===== config.mk =====
export PLATFORM = sky130hd
export DESIGN_NAME = core_wb_port_arbiter
export DESIGN_NICKNAME = d
export VERILOG_FILES = /design/src/rtl/core_wb_port_arbiter.sv
export SDC_FILE = /design/constraint.sdc
export NUM_CORES = 1
export LEC_CHECK = 0
export ABC_CLOCK_PERIOD_IN_PS = 3900
export BUFFER_PORTS_ARGS = -buffer_cell sky130_fd_sc_hd__buf_2
export CORE_MARGIN = 1.5
export CORE_UTILIZATION = 57
export CTS_CLUSTER_SIZE = 10
export DETAILED_ROUTE_END_ITERATION = 12
export GPL_TIMING_DRIVEN = 1
export HOLD_SLACK_MARGIN = 0.03
export PLACE_DENSITY_LB_ADDON = 0.3
export SLEW_MARGIN = 20
export SYNTH_ARGS = -nofsm -noshare
export SYNTH_HDL_FRONTEND = slang
export SYNTH_SLANG_ARGS = --single-unit

===== constraint.sdc =====
create_clock -name clk -period 3.9 [get_ports clk]
set_input_delay 0.39 -clock clk [delete_from_list [all_inputs] [get_ports clk]]
set_output_delay 0.39 -clock clk [all_outputs]
set_load 0.005 [all_outputs]

===== src/rtl/core_wb_port_arbiter.sv =====
// Register-file write-port arbiter: WB stage has priority, MDU results wait in a
// small FIFO with per-entry live bits for WAW kill and a starvation escape state.
module core_wb_port_arbiter #(
    parameter int DEPTH        = 2,
    parameter int STARVE_LIMIT = 8,
    parameter int RFIDX_W      = 5,
    parameter int DATA_W       = 32
) (
    input  logic               clk,
    input  logic               rst_n,
    input  logic               wb_valid_i,
    input  logic [RFIDX_W-1:0] wb_idx_i,
    input  logic [DATA_W-1:0]  wb_data_i,
    output logic               wb_stall_o,
    input  logic               mdu_valid_i,
    output logic               mdu_ready_o,
    input  logic [RFIDX_W-1:0] mdu_idx_i,
    input  logic [DATA_W-1:0]  mdu_data_i,
    output logic               rf_we_o,
    output logic [RFIDX_W-1:0] rf_idx_o,
    output logic [DATA_W-1:0]  rf_data_o,
    output logic               busy_o
);

    localparam int PTR_W = (DEPTH > 1) ? $clog2(DEPTH) : 1;
    localparam int CNT_W = PTR_W + 1;
    localparam int AGE_W = $clog2(STARVE_LIMIT + 1);

    localparam logic [1:0] ST_IDLE  = 2'd0;
    localparam logic [1:0] ST_PEND  = 2'd1;
    localparam logic [1:0] ST_FORCE = 2'd2;

    logic [RFIDX_W-1:0] fifo_idx  [DEPTH];
    logic [DATA_W-1:0]  fifo_data [DEPTH];
    logic [DEPTH-1:0]   fifo_live;
    logic [DEPTH-1:0]   live_nxt;
    logic [PTR_W-1:0]   rd_ptr;
    logic [PTR_W-1:0]   wr_ptr;
    logic [CNT_W-1:0]   count;
    logic [CNT_W-1:0]   count_nxt;
    logic [AGE_W-1:0]   age;
    logic [AGE_W-1:0]   age_nxt;
    logic [1:0]         state;
    logic [1:0]         state_nxt;

    logic               fifo_empty;
    logic               head_live;
    logic               wb_grant;
    logic               pop;
    logic               push;
    logic               push_live;
    logic               rf_we_nxt;
    logic [RFIDX_W-1:0] rf_idx_nxt;
    logic [DATA_W-1:0]  rf_data_nxt;

    assign fifo_empty  = (count == '0);
    assign head_live   = !fifo_empty && fifo_live[rd_ptr];
    assign mdu_ready_o = (count < CNT_W'(DEPTH));
    assign busy_o      = !fifo_empty;
    assign push        = mdu_valid_i && mdu_ready_o;

    // While forced, WB is stalled and the head owns the port.
    assign wb_grant  = (state != ST_FORCE) && wb_valid_i && (wb_idx_i != '0);
    assign pop       = !wb_grant && !fifo_empty;
    assign push_live = (mdu_idx_i != '0) && !(wb_grant && (mdu_idx_i == wb_idx_i));
    assign count_nxt = count + CNT_W'(push) - CNT_W'(pop);

    always_comb begin
        rf_we_nxt   = 1'b0;
        rf_idx_nxt  = wb_idx_i;
        rf_data_nxt = wb_data_i;
        if (wb_grant) begin
            rf_we_nxt = 1'b1;
        end else if (pop && head_live) begin
            rf_we_nxt   = 1'b1;
            rf_idx_nxt  = fifo_idx[rd_ptr];
            rf_data_nxt = fifo_data[rd_ptr];
        end
    end

    // A granted WB write makes any older buffered result to the same register stale.
    always_comb begin
        live_nxt = fifo_live;
        for (int i = 0; i < DEPTH; i++) begin
            if (wb_grant && (fifo_idx[i] == wb_idx_i)) begin
                live_nxt[i] = 1'b0;
            end
        end
        if (push) begin
            live_nxt[wr_ptr] = push_live;
        end
    end

    always_comb begin
        if (pop || !head_live) begin
            age_nxt = '0;
        end else if (age < AGE_W'(STARVE_LIMIT)) begin
            age_nxt = age + AGE_W'(1);
        end else begin
            age_nxt = age;
        end
    end

    always_comb begin
        state_nxt = state;
        case (state)
            ST_IDLE: begin
                if (push) state_nxt = ST_PEND;
            end
            ST_PEND: begin
                if (pop && (count == CNT_W'(1)) && !push) begin
                    state_nxt = ST_IDLE;
                end else if (!pop && (age == AGE_W'(STARVE_LIMIT - 1))) begin
                    state_nxt = ST_FORCE;
                end
            end
            ST_FORCE: begin
                state_nxt = (count_nxt != '0) ? ST_PEND : ST_IDLE;
            end
            default: state_nxt = ST_IDLE;
        endcase
    end

    always_ff @(posedge clk) begin
        if (!rst_n) begin
            state      <= ST_IDLE;
            count      <= '0;
            rd_ptr     <= '0;
            wr_ptr     <= '0;
            age        <= '0;
            fifo_live  <= '0;
            wb_stall_o <= 1'b0;
            rf_we_o    <= 1'b0;
            rf_idx_o   <= '0;
            rf_data_o  <= '0;
        end else begin
            state      <= state_nxt;
            count      <= count_nxt;
            age        <= age_nxt;
            fifo_live  <= live_nxt;
            wb_stall_o <= (state_nxt == ST_FORCE);
            rf_we_o    <= rf_we_nxt;
            if (pop)  rd_ptr <= rd_ptr + PTR_W'(1);
            if (push) wr_ptr <= wr_ptr + PTR_W'(1);
            if (rf_we_nxt) begin
                rf_idx_o  <= rf_idx_nxt;
                rf_data_o <= rf_data_nxt;
            end
        end
    end

    // Payload storage needs no reset: the live bits and count qualify it.
    always_ff @(posedge clk) begin
        if (push) begin
            fifo_idx[wr_ptr]  <= mdu_idx_i;
            fifo_data[wr_ptr] <= mdu_data_i;
        end
    end

endmodule


; ---- After elaboration in Yosys (flattened, before gate mapping)
; Memory sizes are Yosys's and may differ from the RTL's. A register that Yosys moved wholly into a read port is not among the register bits.
; Index checks and enable logic that the tools add are counted.
[word_totals]
ramBits = 74
memories = 2
ff_bits = 51
elab_cells = 84
in_bits = 78
[mem_list]
columns = memory, depth, word_bits, rd, rd_ports_with_merged_regs, write_ports, line_no
row1 = fifo_data, 2, 32, 1, 1, 1, 34  ; logic [DATA_W-1:0] fifo_data [DEPTH];
row2 = fifo_idx, 2, 5, 3, 1, 1, 33  ; logic [RFIDX_W-1:0] fifo_idx [DEPTH];
[classes]
reduce_logical = 27
bitwise = 1
n_eq_ne = 9
addsub = 5
magnitude_cmp = 5
n_mux = 25
[op_table]
columns = op, n
row1 = $mux W32, 2
row2 = $eq A5 B5 Y1, 3
row3 = $logic_and A1 B1 Y1, 14
row4 = $mux W1, 14
row5 = $mux W5, 2
row6 = $reduce_bool A5 Y1, 2
row7 = $mux W2, 4
row8 = $logic_not A1 Y1, 6
row9 = $pmux W2 S3, 1
row10 = $add A4 B1 Y4 const B, 1
row11 = $eq A2 B1 Y1 const B, 2
row12 = $eq A2 B2 Y1 const B, 2
row13 = $eq A4 B3 Y1 const B, 1
row14 = $logic_not A2 Y1, 2
row15 = $lt A1 B2 Y1 const B, 2
row16 = $lt A4 B4 Y1 const B, 1
row17 = $add A1 B1 Y1 const B, 2
row18 = $add A2 B1 Y2, 1
row19 = $bwmux W2, 1
row20 = $lt A2 B2 Y1 const B, 1
row21 = $ne A2 B2 Y1 const B, 1
row22 = $reduce_bool A2 Y1, 1
row23 = $reduce_or A2 Y1, 1
row24 = $sub A2 B1 Y2, 1
row25 = other kinds (4), 4

; ---- Depth between registers and ports, before layout
[depth]
ltp_word = 11
mapped_depth = 9
mapped_depth_nobuf = 9

; ---- Worst setup path before layout
; Ideal clock, no wire load.
[synth_path]
kind = flip-flop to flip-flop
startpoint = register count[1]
endpoint = memory fifo_data[0][0] (enable)
setup_ns = 0.432
t_arrival_ns = 2.189
path_stages_with_launch = 4
slack_ns = 1.279
path_cell_list = dfxtp_1 -> inv_1 -> nand2_1 -> nor2_1
[synth_via]
elab_chain_cells = 4
[synth_rtl]
columns = element, line_no
row1 = "start, declared", 39  ; logic [CNT_W-1:0] count;
row2 = "start signal, assigned", 138  ; count <= count_nxt;
row3 = $lt A2 B2 Y1, 58  ; assign mdu_ready_o = (count < CNT_W'(DEPTH));
row4 = named net mdu_ready_o, 16  ; output logic mdu_ready_o,
row5 = $logic_and A1 B1 Y1, 60  ; assign push = mdu_valid_i && mdu_ready_o;
row6 = $mux W1, 154  ; if (push) begin
row7 = $mux W1 (not written as such), 156  ; fifo_data[wr_ptr] <= mdu_data_i;
row8 = "end, declared", 34
; The timed path passes the listed nets, and every way through them passes these cells.

; ---- Worst setup path in the final report
[layout_path]
startpoint = input wb_idx_i[3]
endpoint = register state[0]
[layout_via]
elab_chain_cells = 9
word_cells_on_any_way = 14
[layout_rtl]
columns = element, line_no
row1 = "start, declared", 12  ; input logic [RFIDX_W-1:0] wb_idx_i,
row2 = $reduce_bool A5 Y1 (*), 63  ; assign wb_grant = (state != ST_FORCE) && wb_valid_i && (wb_idx_i != '0);
row3 = $logic_and A1 B1 Y1 (*), 63
row4 = $logic_not A1 Y1 (*), 64  ; assign pop = !wb_grant && !fifo_empty;
row5 = $logic_and A1 B1 Y1 (*), 64
row6 = "parallel branches: the longest is 4 deep, another holds $sub A2 B1 Y2", --
row7 = $pmux W2 S3 (*), 106  ; case (state)
row8 = "end signal, assigned", 137  ; state <= state_nxt;
row9 = "end, declared", 43  ; logic [1:0] state;
; Mark *: on every way between the ends.
; A chain may end at the register's enable or synchronous reset.

==> flow_summary.toml <==
[floorplanning]
die_w_um = 97.1
coreArea_um2 = 8640
io_pins = 119
dieArea_um2 = 9430
start_util_pct = 58.4
rows = 34
die_h_um = 97.1

[power]
p_clk_share_pct = 39.2
power_frac_comb_pct = 18.0
switching_share_pct = 27.2
seqPwrFrac_pct = 42.8
intPower_mw = 3.13
ir_drop_uv = 345
p_per_area_nw_per_um2 = 674
switching_power_mw = 1.17
total_leakage_power_nw = 2.45

[global_routing]
grt_pass1_vias = 3665
grtUsageTotal_pct = 24.6
grt_max_degree = 45
grt-ovfl-total = 0
antenna_found_initial = 0
grt_pass1_wl_mm = 18.0

[final_layout]
syn2layout_area_growth_pct = 26.5
final_common_cell = "buf_2"
fin_area_um2 = 6390
drive_above_1_share_pct = 29.4
final_nets = 615
antenna-diode-count = 0
mostFrequentLayoutCells = "118 x buf_2, 75 x nand2_1, 74 x edfxtp_1, 51 x dfxtp_1, 40 x a21oi_1"

[yosys]
ys_ff_latch = 126
synthesis.area_um2 = 5050
synth_ff_type = "edfxtp_1"
synthCells = 418
synth_edf_count = 74
yosysWarnings = 0
async_reset_ff_share_pct = 0
synth_fp_nets = 498
ys_types = 35
syn_avg_cell_area_um2 = 12.1
ys_seq_area_share_pct = 64.7

[drt]
wirelength_mm = 11.2
drtPass1Iterations = 5
ant_nets = 0
via_per_inst = 5.58
route.detailed.drc = 0
drt_iter0_markers = 135
routedWlPerCell_um = 17.1
vias = 3659

[timing]
fmax_mhz = 442
post-route-period-util_pct = 58.0
finalClockSkew_ns = 0.00731
setup_tns_ns = 0
hold_violations = 0
period_minus_slack_ns = 2.26
worst_slew_pin_slew_ns = 0.919
setup_viol = 0
slew_viol_final = 0
maxSlewHeadroom_pct = 38.6
rsz0062_at_grt = "no"

[setup_path]
r2r-start = "count[1]$_SDFF_PN0_"
critical_path_class = "in -> reg"
r2r_slack_ns = 1.64
required_ns = 4.28
crit_arrival_ns = 2.65
endpoint = "state[0]$_SDFF_PN0_"
cp-end-kind = "flip-flop"
r2r-end = "rf_data_o[25]$_SDFFE_PN0P_"
ff2ff_path_depth = 6
critPathLaunch = "wb_idx_i[3]"
path_max_fanout = 5
cp-start-kind = "input port"

[flow_run]
maxCapViolCount = 0

[cts]
cts_sinks = 126
cts_tree = "yes"
htree_levels = 4
cts_max_path_buffers = 2
clkSlewWorstSetupHoldPaths_ns = 0.06
clock-root-buffer = "clkbuf_8"
holdBufCountCts = 0
ctsResizeCount = 0
cts_setup_buffers = 0
clk_latency_ns = 0.50
cts_buffers = 17

[place]
port_buffers = 118
dp_hpwl_mm = 6.94
place_area_um2 = 5720
place.gp.congestion = 0.857

[min_path]
hold_class = "in -> reg"

[run_status]
status = "completed"
## sequential cells by signal, indices dropped and copies added, names as in the netlist, named ones only
name,flops
age,4
count,2
fifo_data,64
fifo_idx,10
fifo_live,2
rd_ptr,1
rf_data_o,32
rf_idx_o,5
rf_we_o,1
state,2
wb_stall_o,1
wr_ptr,1
## how the worst min path moves through the flow
| stage | startpoint | to | slack, ns | cells past startpoint |
|---|---|---|---|---|
| floorplan | fifo_live[1]$_SDFF_PN0_ | fifo_live[1]$_SDFF_PN0_ | 0.45 | 2 |
| global placement | fifo_live[1]$_SDFF_PN0_ | fifo_live[1]$_SDFF_PN0_ | 0.46 | 2 |
| detailed placement | fifo_live[1]$_SDFF_PN0_ | fifo_live[1]$_SDFF_PN0_ | 0.48 | 2 |
| CTS | mdu_data_i[17] | fifo_data[1][17]$_DFFE_PP_ | 0.04 | 1 |
| global route | mdu_data_i[8] | fifo_data[0][8]$_DFFE_PP_ | 0.05 | 1 |
| finish | mdu_data_i[17] | fifo_data[1][17]$_DFFE_PP_ | 0.07 | 1 |
## metrics by stage
step | hold slack [ns] | setup slack (ns) | power, mW | instances | utilization (%)
after detailed placement | 0.479 | 1.18 | 2.61 | 623 | 66.2
after CTS | 0.0402 | 1.62 | 4.31 | 655 | 73.6
after global routing | 0.0494 | 1.46 | 4.49 | 656 | 73.9
after global placement | 0.460 | 1.32 | 2.58 | 623 | 66.2
final | 0.0685 | 1.64 | 4.31 | 656 | 73.9
after floorplan | 0.448 | 1.28 | 2.34 | 418 | -
## Yosys cell counts (5+ instances only)
master	instances	area share (%)
xor2_1	12	2.1
xnor2_1	9	1.6
mux2i_1	39	7.7
nand3_1	6	0.59
o211ai_1	37	5.5
edfxtp_1	74	44
dfxtp_1	52	21
inv_1	5	0.37
clkbuf_1	18	1.3
nand2_1	75	5.6
a21oi_1	40	4.0
nor2_1	14	1.0
## logic make-up after synthesis
logic type                 Yosys count  share of synthesized area, %
buffers and inverters               31                          2.63
muxes                               39                          7.73
adders and majority gates            2                         0.496
xor gates and xnor gates            21                          3.64
DFF                                126                          64.7
and+or+nand+nor                    113                          9.69
AOI/OAI and AO/OA                   86                          11.2
## worst max-delay path, cell delays in order
cell	delay [ns]
buf_2	0.15
or4_4	0.57
o211ai_4	0.17
nand2_1	0.15
xor2_1	0.18
ha_1	0.23
xnor2_1	0.23
a31o_2	0.17
a31oi_1	0.08
o41a_1	0.32
## area by class of cell
| class | count | area, µm² |
|---|---|---|
| Sequential cell | 126 | 3270 |
| Fill cell | 585 | 2250 |
| Multi-Input combinational cell | 261 | 1670 |
| Timing Repair Buffer | 124 | 656 |
| Clock buffer | 19 | 432 |
| Clock inverter | 13 | 211 |
| Tap cell | 108 | 135 |
| Inverter | 5 | 18.8 |
## power by group through the flow
stage / Sequential, mW / Combinational, mW / Clock (mW)
2_1_floorplan: 1.77 / 0.570 / 0
3_3_place_gp: 1.85 / 0.725 / 0
3_5_place_dp: 1.87 / 0.742 / 0
4_1_cts: 1.85 / 0.756 / 1.71
5_1_grt: 1.87 / 0.860 / 1.76
6_report: 1.84 / 0.776 / 1.69
## per-layer routing
layer	track usage (%)	part of all wire, %	wire, µm
met1	28.5	39	4400
met2	42.5	53	5900
met3	6.40	6.0	672
met4	11.6	2.2	248
met5	0	0	0
No activity file was read; power rests on OpenSTA's default activity.
